**src/rtl/mmio_uart_ctrl.sv**
```systemverilog
// mmio_uart_ctrl -- memory-mapped IO target for the MIPS150 IO region
// (addr[31:28] == 4'h8). Holds a UART transmitter, a UART receiver with a
// one-entry holding register, a status register and an optional free-running
// cycle counter.
//
// Ports:
//   clk        system clock
//   rst        synchronous active-low reset (0 = reset)
//   addr       X-stage byte address; addr[ADDR_MSB:2] selects the register
//   we         X-stage store byte-enables (big-endian: we[0] = bits 7:0)
//   wdata      X-stage store data
//   re         X-stage load to the IO region
//   rdata      registered load data, valid the cycle after re
//   serial_in  asynchronous UART RX line, idles high
//   serial_out UART TX line
//
// Register map (word offsets):
//   0x00 status  RO  {29'b0, rx_overrun, rx_valid, tx_ready}
//   0x04 rx_data RO  {24'b0, rx_byte}; reading clears rx_valid/rx_overrun
//   0x08 tx_data WO  we[0] launches wdata[7:0] when tx_ready
//   0x10 cycle_count RO, 0x14 counter_clear WO
//
// Optional feature macro: IO_CYCLE_COUNTER_EN. When undefined there are no
// counter flops, 0x10 reads 0 and writes to 0x14 are ignored.

module mmio_uart_ctrl #(
  parameter int CLKS_PER_BIT = 434,
  parameter int ADDR_MSB     = 5
) (
  input  logic        clk,
  input  logic        rst,
  input  logic [31:0] addr,
  input  logic [3:0]  we,
  input  logic [31:0] wdata,
  input  logic        re,
  output logic [31:0] rdata,
  input  logic        serial_in,
  output logic        serial_out
);

  localparam int CW = $clog2(CLKS_PER_BIT);
  localparam int OW = ADDR_MSB - 1;
  localparam logic [CW-1:0] BIT_LAST  = CW'(CLKS_PER_BIT - 1);
  localparam logic [CW-1:0] HALF_LAST = CW'(CLKS_PER_BIT / 2 - 1);
  localparam logic [OW-1:0] OFF_STATUS = OW'(0);
  localparam logic [OW-1:0] OFF_RX     = OW'(1);
  localparam logic [OW-1:0] OFF_TX     = OW'(2);
`ifdef IO_CYCLE_COUNTER_EN
  localparam logic [OW-1:0] OFF_CYC    = OW'(4);
  localparam logic [OW-1:0] OFF_CLR    = OW'(5);
`endif

  typedef enum logic [1:0] {S_IDLE, S_START, S_DATA, S_STOP} uart_st_e;

  // ---------------- decode ----------------
  logic          io_hit, wr_any, rd_en, tx_launch, rx_rd_clr;
  logic [OW-1:0] off;
  logic          unused_bits;

  assign io_hit      = (addr[31:28] == 4'h8);
  assign off         = addr[ADDR_MSB:2];
  assign wr_any      = io_hit && (we != 4'b0000);
  assign rd_en       = io_hit && re;
  assign unused_bits = ^{addr[27:ADDR_MSB+1], addr[1:0], wdata[31:8]};

  // ---------------- state ----------------
  uart_st_e      tx_st_q, tx_st_d;
  logic [CW-1:0] tx_cnt_q, tx_cnt_d;
  logic [2:0]    tx_idx_q, tx_idx_d;
  logic [7:0]    tx_sh_q, tx_sh_d;
  logic          tx_out_q, tx_out_d;

  logic          sync1_q, sync2_q;
  uart_st_e      rx_st_q, rx_st_d;
  logic [CW-1:0] rx_cnt_q, rx_cnt_d;
  logic [2:0]    rx_idx_q, rx_idx_d;
  logic [7:0]    rx_sh_q, rx_sh_d;
  logic          rx_store;

  logic [7:0]    rx_byte_q, rx_byte_d;
  logic          rx_valid_q, rx_valid_d;
  logic          rx_ovr_q, rx_ovr_d;
  logic [31:0]   rdata_q, rdata_d;
  logic [31:0]   rd_val;

`ifdef IO_CYCLE_COUNTER_EN
  logic [31:0]   cyc_q, cyc_d;
`endif

  assign tx_launch = wr_any && (off == OFF_TX) && we[0] && (tx_st_q == S_IDLE);
  assign rx_rd_clr = rd_en && (off == OFF_RX);

  // ---------------- TX FSM ----------------
  // serial_out is the registered tx_out_q, so each bit boundary is an edge.
  always_comb begin
    tx_st_d  = tx_st_q;
    tx_cnt_d = tx_cnt_q;
    tx_idx_d = tx_idx_q;
    tx_sh_d  = tx_sh_q;
    tx_out_d = tx_out_q;
    case (tx_st_q)
      S_IDLE: begin
        if (tx_launch) begin
          tx_st_d  = S_START;
          tx_sh_d  = wdata[7:0];
          tx_cnt_d = '0;
          tx_out_d = 1'b0;
        end
      end
      S_START: begin
        if (tx_cnt_q == BIT_LAST) begin
          tx_st_d  = S_DATA;
          tx_cnt_d = '0;
          tx_idx_d = '0;
          tx_out_d = tx_sh_q[0];
        end else begin
          tx_cnt_d = tx_cnt_q + CW'(1);
        end
      end
      S_DATA: begin
        if (tx_cnt_q == BIT_LAST) begin
          tx_cnt_d = '0;
          if (tx_idx_q == 3'd7) begin
            tx_st_d  = S_STOP;
            tx_out_d = 1'b1;
          end else begin
            tx_idx_d = tx_idx_q + 3'd1;
            tx_sh_d  = {1'b0, tx_sh_q[7:1]};
            tx_out_d = tx_sh_q[1];
          end
        end else begin
          tx_cnt_d = tx_cnt_q + CW'(1);
        end
      end
      default: begin // S_STOP
        if (tx_cnt_q == BIT_LAST) begin
          tx_st_d  = S_IDLE;
          tx_cnt_d = '0;
        end else begin
          tx_cnt_d = tx_cnt_q + CW'(1);
        end
      end
    endcase
  end

  // ---------------- RX FSM ----------------
  // START re-samples at half a bit so DATA/STOP samples land mid-bit.
  always_comb begin
    rx_st_d  = rx_st_q;
    rx_cnt_d = rx_cnt_q;
    rx_idx_d = rx_idx_q;
    rx_sh_d  = rx_sh_q;
    rx_store = 1'b0;
    case (rx_st_q)
      S_IDLE: begin
        if (!sync2_q) begin
          rx_st_d  = S_START;
          rx_cnt_d = '0;
        end
      end
      S_START: begin
        if (rx_cnt_q == HALF_LAST) begin
          rx_cnt_d = '0;
          rx_idx_d = '0;
          rx_st_d  = sync2_q ? S_IDLE : S_DATA; // high again: glitch
        end else begin
          rx_cnt_d = rx_cnt_q + CW'(1);
        end
      end
      S_DATA: begin
        if (rx_cnt_q == BIT_LAST) begin
          rx_cnt_d = '0;
          rx_sh_d  = {sync2_q, rx_sh_q[7:1]};
          if (rx_idx_q == 3'd7) rx_st_d = S_STOP;
          else                  rx_idx_d = rx_idx_q + 3'd1;
        end else begin
          rx_cnt_d = rx_cnt_q + CW'(1);
        end
      end
      default: begin // S_STOP
        if (rx_cnt_q == BIT_LAST) begin
          rx_cnt_d = '0;
          rx_st_d  = S_IDLE;
          rx_store = sync2_q; // stop bit 0 = framing error, drop byte
        end else begin
          rx_cnt_d = rx_cnt_q + CW'(1);
        end
      end
    endcase
  end

  // ---------------- holding register / read mux / counter ----------------
  always_comb begin
    rx_byte_d  = rx_byte_q;
    rx_valid_d = rx_valid_q;
    rx_ovr_d   = rx_ovr_q;
    if (rx_rd_clr) begin
      rx_valid_d = 1'b0;
      rx_ovr_d   = 1'b0;
    end
    // A byte landing on the read-clear edge wins; it is not an overrun
    // because the previous byte was consumed by that read.
    if (rx_store) begin
      rx_byte_d  = rx_sh_q;
      rx_valid_d = 1'b1;
      if (rx_valid_q && !rx_rd_clr) rx_ovr_d = 1'b1;
    end

    rd_val = '0;
    case (off)
      OFF_STATUS: rd_val = {29'b0, rx_ovr_q, rx_valid_q, (tx_st_q == S_IDLE)};
      OFF_RX:     rd_val = {24'b0, rx_byte_q};
`ifdef IO_CYCLE_COUNTER_EN
      OFF_CYC:    rd_val = cyc_q;
`endif
      default:    rd_val = '0;
    endcase
    rdata_d = rd_en ? rd_val : rdata_q;

`ifdef IO_CYCLE_COUNTER_EN
    cyc_d = (wr_any && (off == OFF_CLR)) ? '0 : cyc_q + 32'd1;
`endif
  end

  // ---------------- registers ----------------
  always_ff @(posedge clk) begin
    if (!rst) begin
      tx_st_q    <= S_IDLE;
      tx_cnt_q   <= '0;
      tx_idx_q   <= '0;
      tx_sh_q    <= '0;
      tx_out_q   <= 1'b1;
      sync1_q    <= 1'b1;
      sync2_q    <= 1'b1;
      rx_st_q    <= S_IDLE;
      rx_cnt_q   <= '0;
      rx_idx_q   <= '0;
      rx_sh_q    <= '0;
      rx_byte_q  <= '0;
      rx_valid_q <= 1'b0;
      rx_ovr_q   <= 1'b0;
      rdata_q    <= '0;
`ifdef IO_CYCLE_COUNTER_EN
      cyc_q      <= '0;
`endif
    end else begin
      tx_st_q    <= tx_st_d;
      tx_cnt_q   <= tx_cnt_d;
      tx_idx_q   <= tx_idx_d;
      tx_sh_q    <= tx_sh_d;
      tx_out_q   <= tx_out_d;
      sync1_q    <= serial_in;
      sync2_q    <= sync1_q;
      rx_st_q    <= rx_st_d;
      rx_cnt_q   <= rx_cnt_d;
      rx_idx_q   <= rx_idx_d;
      rx_sh_q    <= rx_sh_d;
      rx_byte_q  <= rx_byte_d;
      rx_valid_q <= rx_valid_d;
      rx_ovr_q   <= rx_ovr_d;
      rdata_q    <= rdata_d;
`ifdef IO_CYCLE_COUNTER_EN
      cyc_q      <= cyc_d;
`endif
    end
  end

  assign rdata      = rdata_q;
  assign serial_out = tx_out_q;

endmodule

```
**config.mk**
```make
export PLATFORM = sky130hd
export DESIGN_NAME = mmio_uart_ctrl
export DESIGN_NICKNAME = d
export VERILOG_FILES = /design/src/rtl/mmio_uart_ctrl.sv
export SDC_FILE = /design/constraint.sdc
export NUM_CORES = 1
export LEC_CHECK = 0
export BUFFER_PORTS_ARGS = -buffer_cell sky130_fd_sc_hd__buf_4
export CAP_MARGIN = 20
export CORE_ASPECT_RATIO = 0.6
export CORE_MARGIN = 10
export CORE_UTILIZATION = 55
export CTS_CLUSTER_DIAMETER = 30
export DETAILED_ROUTE_END_ITERATION = 6
export PLACE_DENSITY = 0.85
export SLEW_MARGIN = 5
export SYNTH_ARGS = -nofsm -noshare
export SYNTH_HDL_FRONTEND = slang
export SYNTH_SLANG_ARGS = --single-unit
export TNS_END_PERCENT = 10
```
**constraint.sdc**
```tcl
create_clock -name clk -period 3.3 [get_ports clk]
set_input_delay 0.66 -clock clk [delete_from_list [all_inputs] [get_ports clk]]
set_output_delay 0.66 -clock clk [all_outputs]
set_load 0.02 [all_outputs]
```
After elaboration in Yosys (flattened, before gate mapping):

Index checks and enable logic that the tools add are counted.

* register bits: 89
* output and inout bits: 33
* logic and storage cells: 113

* $add $sub $neg: 4
* equality and inequality tests: 22
* mux-type cells: 45
* reductions and logical operators: 27

Operators by type and width (count)
* $mux W9: 6
* $pmux W8 S2: 2
* $mux W8: 3
* $mux W2: 11
* $ne A2 B2 Y1 const B: 10
* $add A9 B1 Y9 const B: 2
* $eq A9 B9 Y1 const B: 2
* $mux W3: 6
* $pmux W9 S2: 1
* $reduce_and A4 Y1: 4
* $pmux W2 S3: 2
* $pmux W3 S2: 2
* $mux W1: 11
* $reduce_and A5 Y1: 2
* $reduce_bool A2 Y1: 5
* $eq A9 B8 Y1 const B: 1
* $logic_and A1 B1 Y1: 7
* $add A3 B1 Y3 const B: 2
* $eq A3 B3 Y1 const B: 2
* $reduce_bool A3 Y1: 2
* $eq A2 B1 Y1 const B: 2
* $eq A2 B2 Y1 const B: 2
* $eq A4 B1 Y1 const B: 1
* $eq A4 B2 Y1 const B: 1
* other kinds (8): 9

Longest topological paths before layout:

Gate-level depths: netlist of run 1.

* depth in word-level cells: 7
* gate-level depth with buffers: 9
* mapped depth without buffers: 7

Least setup slack after synthesis of run 1:

Ideal clock, no wire load.

* kind: input port to flip-flop
* from: input addr[2]
* to: register tx_st_q[0]
* setup time: 0.128 ns
* arrival: 1.938 ns
* data required time: 3.172 ns
* path slack: 1.235 ns
* stages on the path: 6
* buffers on the path: 1
* path through: buf_2 -> nor4b_4 -> nand4_1 -> a211oi_1 -> mux2i_1 -> nor2_1

* cells in the longest elaborated chain, start to end: 6

Ends and longest elaborated chain
* start: declaration: line 32 `input logic [31:0] addr,`
* $eq A4 B2 Y1: line 90 `assign tx_launch = wr_any && (off == OFF_TX) && we[0] && (tx_st_q == S_IDLE);`
* $logic_and A1 B1 Y1 (3 in series): line 90
* $ne A2 B2 Y1 (no line)
* $reduce_and A5 Y1 (no line)
* end signal: assignment: line 247 `tx_st_q <= tx_st_d;`
* end: declaration: line 67 `uart_st_e tx_st_q, tx_st_d;`

No other way between the ends.
A chain may end at the register's enable or synchronous reset.

Worst setup path after layout of run 1:

* from: input addr[29]
* to: register rx_valid_q

* cells in the longest elaborated chain, start to end: 4

Ends and longest elaborated chain
* $eq A4 B4 Y1: line 60 `assign io_hit = (addr[31:28] == 4'h8);`
* $logic_and A1 B1 Y1: line 63 `assign rd_en = io_hit && re;`
* $logic_and A1 B1 Y1: line 91 `assign rx_rd_clr = rd_en && (off == OFF_RX);`
* $reduce_bool A2 Y1 (no line)
* end signal: assignment: line 259 `rx_valid_q <= rx_valid_d;`
* end: declaration: line 81 `logic rx_valid_q, rx_valid_d;`

No other way between the ends.

==> results of run 1 <==
routing by layer:
layer | part of all wire (%) | up-vias | track usage, % | wire (um)
met1 | 47 | 1164 | 18.7 | 3340
met2 | 43 | 104 | 22.6 | 3050
met3 | 9.2 | 4 | 5.80 | 651
met4 | 0.45 | 0 | 3.12 | 32
met5 | 0 | - | 0 | 0
li1 | - | 1298 | - | -
cells in the mapped netlist, types with 2 or more instances:
library cell  count  area share, %
nand3_1          14            2.1
xnor2_1           6            1.6
o21a_1            2           0.45
a31oi_1           3           0.57
dfxtp_1          65             39
nor3b_1           3           0.68
nand3b_1          6            1.4
or3_1             2           0.38
clkbuf_1         11            1.2
nor3_1           11            1.7
nand2b_1          5           0.94
buf_4            25            5.7
a211oi_1         10            2.3
inv_1            13            1.5
nand4_1           6            1.1
and3_1            5           0.94
nand2_1          15            1.7
mux2i_1          29            8.7
ha_1             13            4.9
o21ai_0           4           0.60
nand4b_1          3           0.79
buf_2             4           0.60
a21oi_1          22            3.3
nor2_1           52            5.9
xor2_1            2           0.53
a22oi_1           6            1.4
kinds of logic after synthesis:
kind of cell    Yosys count  share of synthesized area, %
simple gates            136                          22.3
flops                    65                          39.2
compound gates           61                          13.3
buf+inv                  54                          9.31
mux                      29                          8.74
fa+ha+maj                13                          4.90
xor+xnor                  8                          2.11
other cells               1                         0.113
critical path, stage by stage:
cell      delay [ns]
buf_4           0.11
nor4b_2         0.50
nand2_1         0.39
nor3_2          0.57
nand2b_1        0.18
a21oi_1         0.06
placed cells by master, fill, tap and decap left out, types with 11 or more instances in the layout:
cell / Yosys / routed
mux2i_1: 29 / 29
inv_1: 13 / 13
nand2_1: 15 / 15
nand3_1: 14 / 14
ha_1: 13 / 13
nor3_1: 11 / 11
nor2_1: 52 / 52
dfxtp_1: 65 / 65
conb_1: 1 / 24
a21oi_1: 22 / 22
buf_4: 25 / 31
power breakdown:
part	switching [mW]	internal (mW)	total (mW)
Clock	0.308	0.425	0.732
Combinational	0.0590	0.0285	0.0874
Sequential	0.00428	0.788	0.792
flip-flops by register name, summed over array words and instances (netlist names):
signal and cells:
rx_idx_q 3, rdata 8, rx_sh_q 8, tx_st_q 2, tx_cnt_q 9, rx_valid_q 1, rx_st_q 2, tx_idx_q 3
tx_sh_q 8, rx_byte_q 8, sync2_q 1, sync1_q 1, rx_ovr_q 1, rx_cnt_q 9, serial_out 1
cell type report:
class	instances	area, um^2
clock inverters	7	95.1
repair buffers	31	233
well taps	80	100
clock buffers	9	124
fillers	492	2000
inverters	13	48.8
flip-flops and latches	65	1300
multi-input cells	271	1800
through the flow:
stage / hold slack (ns) / utilization [%] / std cells / power (mW)
after floorplan: 0.386 / - / 390 / 0.889
after global placement: 0.397 / 61.1 / 460 / 0.894
after detailed placement: 0.399 / 61.1 / 460 / 0.896
after CTS: 0.416 / 65.0 / 476 / 1.62
after global routing: 0.439 / 65.0 / 476 / 1.66
final: 0.414 / 65.0 / 476 / 1.61
worst max-delay path by stage:
stage                   from         end  slack, ns  cells after the start
CTS                 addr[29]  rx_valid_q       1.03                      6
detailed placement  addr[29]  rx_valid_q       0.68                      6
global placement    addr[29]  rx_valid_q       0.73                      6
finish              addr[29]  rx_valid_q       1.03                      6
floorplan            addr[2]  tx_st_q[0]       1.23                      6
global route        addr[29]  rx_valid_q       0.81                      6
==> impl_metrics.json, run 1 <==
{
  "peakVddDrop_uv": 297,
  "timing.slew.headroom_pct": 47.0,
  "synthFlopType": "dfxtp_1",
  "cts_max_path_buffers": 2,
  "regToRegStartpoint": "tx_st_q[0]",
  "clk_pin_slew_ns": 0.07,
  "cp.arrival_ns": 2.47,
  "setup_viol": 0,
  "maxSlewViolCount": 0,
  "ys_seq_elements": 65,
  "grt_pass1_vias": 2494,
  "dpl.hpwl_um": 5170,
  "gp_congestion": 0.916,
  "clk-insertion-delay-late_ns": 0.33,
  "areaGrowthSynthToFinish_pct": 11.6,
  "hold_violations": 0,
  "critical_path_class": "in2reg",
  "synth_area_mm2": 0.00332,
  "reg2reg_slack_ns": 1.11,
  "min-delay-start": "sync1_q",
  "worst_slack_ns": 1.03,
  "port_buffers": 29,
  "status": "finished clean",
  "htreeDepth": 3,
  "grt_pass1_wl_um": 11800,
  "synth_cell_types": 56,
  "place_area_mm2": 0.00349,
  "leakage_nw": 1.47,
  "drtAntennaViolNets": 0,
  "die_y_um": 80.2,
  "cts_tree": "done",
  "worst_hold_path.endpoint": "sync2_q",
  "worstHoldPathCells": 1,
  "grt_use_total_pct": 14.6,
  "syn-instance-count": 367,
  "die_area_mm2": 0.00965,
  "cts_resized": 0,
  "synth-async-reset-ratio_pct": 0,
  "final_area_mm2": 0.00370,
  "avgSynthCellArea_um2": 9.05,
  "ios": 105,
  "post_cts_buffers": 0,
  "critPathCaptureType": "flop",
  "start_util_pct": 58.2,
  "drive_gt1_share_pct": 15.4,
  "clkSinkCount": 65,
  "first_iter_violations": 177,
  "routed-via-count": 2570,
  "regToRegEndpoint": "tx_st_q[0]",
  "fin_setup_tns_ns": 0,
  "crit_fanout": 12,
  "overflow": 0,
  "synth_edf_count": 0,
  "worstRegToRegCells": 7,
  "cts_root_buf": "clkbuf_8",
  "worstHoldPathType": "reg2reg",
  "cts_hold_buf": 0,
  "grt_max_degree": 48,
  "antenna_found_initial": 0,
  "synth_seq_area_share_pct": 39.2,
  "cts_inserted_buffers": 9,
  "dp_slack_ns": 0.676,
  "yosysWarnings": 0,
  "startpoint_type": "input pin",
  "worstMarginPinSlew_ns": 0.793,
  "coreArea_mm2": 0.00570,
  "num_antenna_cells": 0,
  "power.density_mw_per_mm2": 435,
  "routed_wirelength_um": 7070,
  "max-cap-violations": 0,
  "firstDrtPassIters": 4,
  "min_period_ns": 2.27,
  "cp_data_required_time_ns": 3.49,
  "viasPerCell": 5.40,
  "rows": 21,
  "wl_per_cell_um": 14.9,
  "rsz0062_at_grt": "false",
  "finClkSkew_ns": 0.00620,
  "fmax_ghz": 0.440,
  "fp.dieW_um": 120,
  "drc": 0,
  "nets": 476,
  "fin_crit_sh_pct": 68.9
}
No activity file was read; power rests on OpenSTA's default activity.
==> run 2, diff against run 1 <==
--- a/config.mk
+++ b/config.mk
@@ -9,10 +9,10 @@
 export CAP_MARGIN = 20
 export CORE_ASPECT_RATIO = 0.6
 export CORE_MARGIN = 10
-export CORE_UTILIZATION = 55
+export CORE_UTILIZATION = 51
 export CTS_CLUSTER_DIAMETER = 30
 export DETAILED_ROUTE_END_ITERATION = 6
-export PLACE_DENSITY = 0.85
+export PLACE_DENSITY = 0.8
 export SLEW_MARGIN = 5
 export SYNTH_ARGS = -nofsm -noshare
 export SYNTH_HDL_FRONTEND = slang
==> constraint.sdc (replaced) <==
create_clock -name clk -period 2.3 [get_ports clk]
set_input_delay 0.46 -clock clk [delete_from_list [all_inputs] [get_ports clk]]
set_output_delay 0.46 -clock clk [all_outputs]
set_load 0.02 [all_outputs]
==> run 2 against run 1 <==
Compared with the run above: the flow now finishes with violations (design-rule violations); count of clock-buffer cells in the layout is 1 higher; via count rose by 2.5%; wire length is 4.1% higher; critical endpoint is now rx_cnt_q[7]; clock skew increased by 0.0027 ns; register-to-register slack got worse by 0.84 ns; die area up 6.2%; sequential power rose by 44%; critical path type is now reg2reg; first-iteration DRC count is 23% higher; worst hold slack lost 0.12 ns.
==> impl_metrics.json, run 2 (synthesis gave the netlist of run 1 again) <==
{
  "hold_violations": 0,
  "cts_inserted_buffers": 9,
  "fmax_ghz": 0.493,
  "fin_util_pct": 60.3,
  "max-cap-violations": 0,
  "fin_setup_tns_ns": 0,
  "grt_pass1_vias": 2557,
  "fp.dieW_um": 124,
  "wl_per_cell_um": 15.1,
  "coreArea_mm2": 0.00622,
  "htreeDepth": 3,
  "cts_hold_buf": 0,
  "startpoint_type": "flop",
  "clkSinkCount": 65,
  "rows": 22,
  "crit_fanout": 6,
  "drc": 3,
  "die_y_um": 82.5,
  "top_regs": "rx_cnt_q x9, tx_cnt_q x9",
  "worstMarginPinSlew_ns": 0.529,
  "drive_gt1_share_pct": 17.3,
  "grt_pass1_wl_um": 12200,
  "fin_crit_sh_pct": 88.1,
  "cts_root_buf": "clkbuf_8",
  "final_area_mm2": 0.00375,
  "cts_resized": 0,
  "final_cell_mix": "65 x dfxtp_1, 52 x nor2_1, 39 x buf_4",
  "nets": 485,
  "start_util_pct": 53.4,
  "peakVddDrop_uv": 303,
  "whs_ns": 0.294,
  "min_period_ns": 2.03,
  "power.density_mw_per_mm2": 573,
  "post_cts_buffers": 0,
  "status": "complete, but fails checks",
  "finClkSkew_ns": 0.00886,
  "clk-insertion-delay-late_ns": 0.35,
  "layout_commonest_cell": "dfxtp_1",
  "maxSlewViolCount": 0,
  "grt_max_degree": 38,
  "first_iter_violations": 217,
  "grt_use_total_pct": 14.9,
  "gp_congestion": 0.933,
  "place_area_mm2": 0.00357,
  "violations": "design-rule violations",
  "die_area_mm2": 0.0102,
  "cp_data_required_time_ns": 2.53,
  "critical_path_class": "reg2reg",
  "clk_pin_slew_ns": 0.07,
  "critPathCaptureType": "flop",
  "firstDrtPassIters": 7,
  "setup_viol": 0,
  "routed-via-count": 2633,
  "routed_wirelength_um": 7360,
  "antenna_found_initial": 0,
  "dpl.hpwl_um": 5480,
  "port_buffers": 29,
  "overflow": 0,
  "viasPerCell": 5.38,
  "timing.slew.headroom_pct": 64.7,
  "cp.arrival_ns": 2.25,
  "areaGrowthSynthToFinish_pct": 13.0,
  "drtAntennaViolNets": 0,
  "rsz0062_at_grt": "false",
  "num_antenna_cells": 0,
  "cts_max_path_buffers": 2,
  "cts_tree": "done",
  "worstHoldPathType": "in2reg",
  "ios": 105,
  "leakage_nw": 1.50
}
-- run 2: worst max-delay path: stages, from the launching register on --
cell and delay, ns:
dfxtp_1 0.35, inv_1 0.10, ha_1 0.15, or4b_1 0.42
or3_4 0.36, o2bb2ai_2 0.17, o21ai_2 0.27, nor2_1 0.09
-- run 2: report_power, final --
group / internal (mW) / leakage [nW] / total (mW) / switching [mW]
combinational: 0.0462 / 0.885 / 0.133 / 0.0870
sequential: 1.13 / 0.524 / 1.14 / 0.00643
clock: 0.421 / 0.0887 / 0.880 / 0.459
-- run 2: routing by layer --
metal / vias to the layer above / part of all wire, % / global-route usage, %
li1: 1304 / - / -
met1: 1231 / 46 / 19.3
met2: 93 / 43 / 22.1
met3: 5 / 10 / 6.23
met4: 0 / 0.62 / 4.92
met5: - / 0 / 0
-- run 2: area by class of cell --
type / instances / area [um^2]
fill: 565 / 2470
timing repair buffer: 40 / 313
multi-input combinational: 271 / 1800
sequential: 65 / 1300
tap: 84 / 105
clock buffer: 10 / 138
clock inverter: 6 / 42.5
inverter: 13 / 48.8
-- run 2: metrics by stage --
step | cells | total power, mW | worst slack, ns
after floorplan | 390 | 1.28 | 0.428
after global placement | 473 | 1.29 | 0.323
after detailed placement | 473 | 1.29 | 0.210
after CTS | 489 | 2.16 | 0.258
after global routing | 489 | 2.23 | 0.164
final | 489 | 2.15 | 0.273
-- run 2: path summary, 6_finish.rpt --
path         slack [ns]     endpoint  cells past startpoint        start
min reg2reg        0.42      sync2_q                      1      sync1_q
max                0.27  rx_cnt_q[7]                      7  rx_cnt_q[0]
min                0.29      sync1_q                      2    serial_in
max reg2reg        0.27  rx_cnt_q[7]                      7  rx_cnt_q[0]
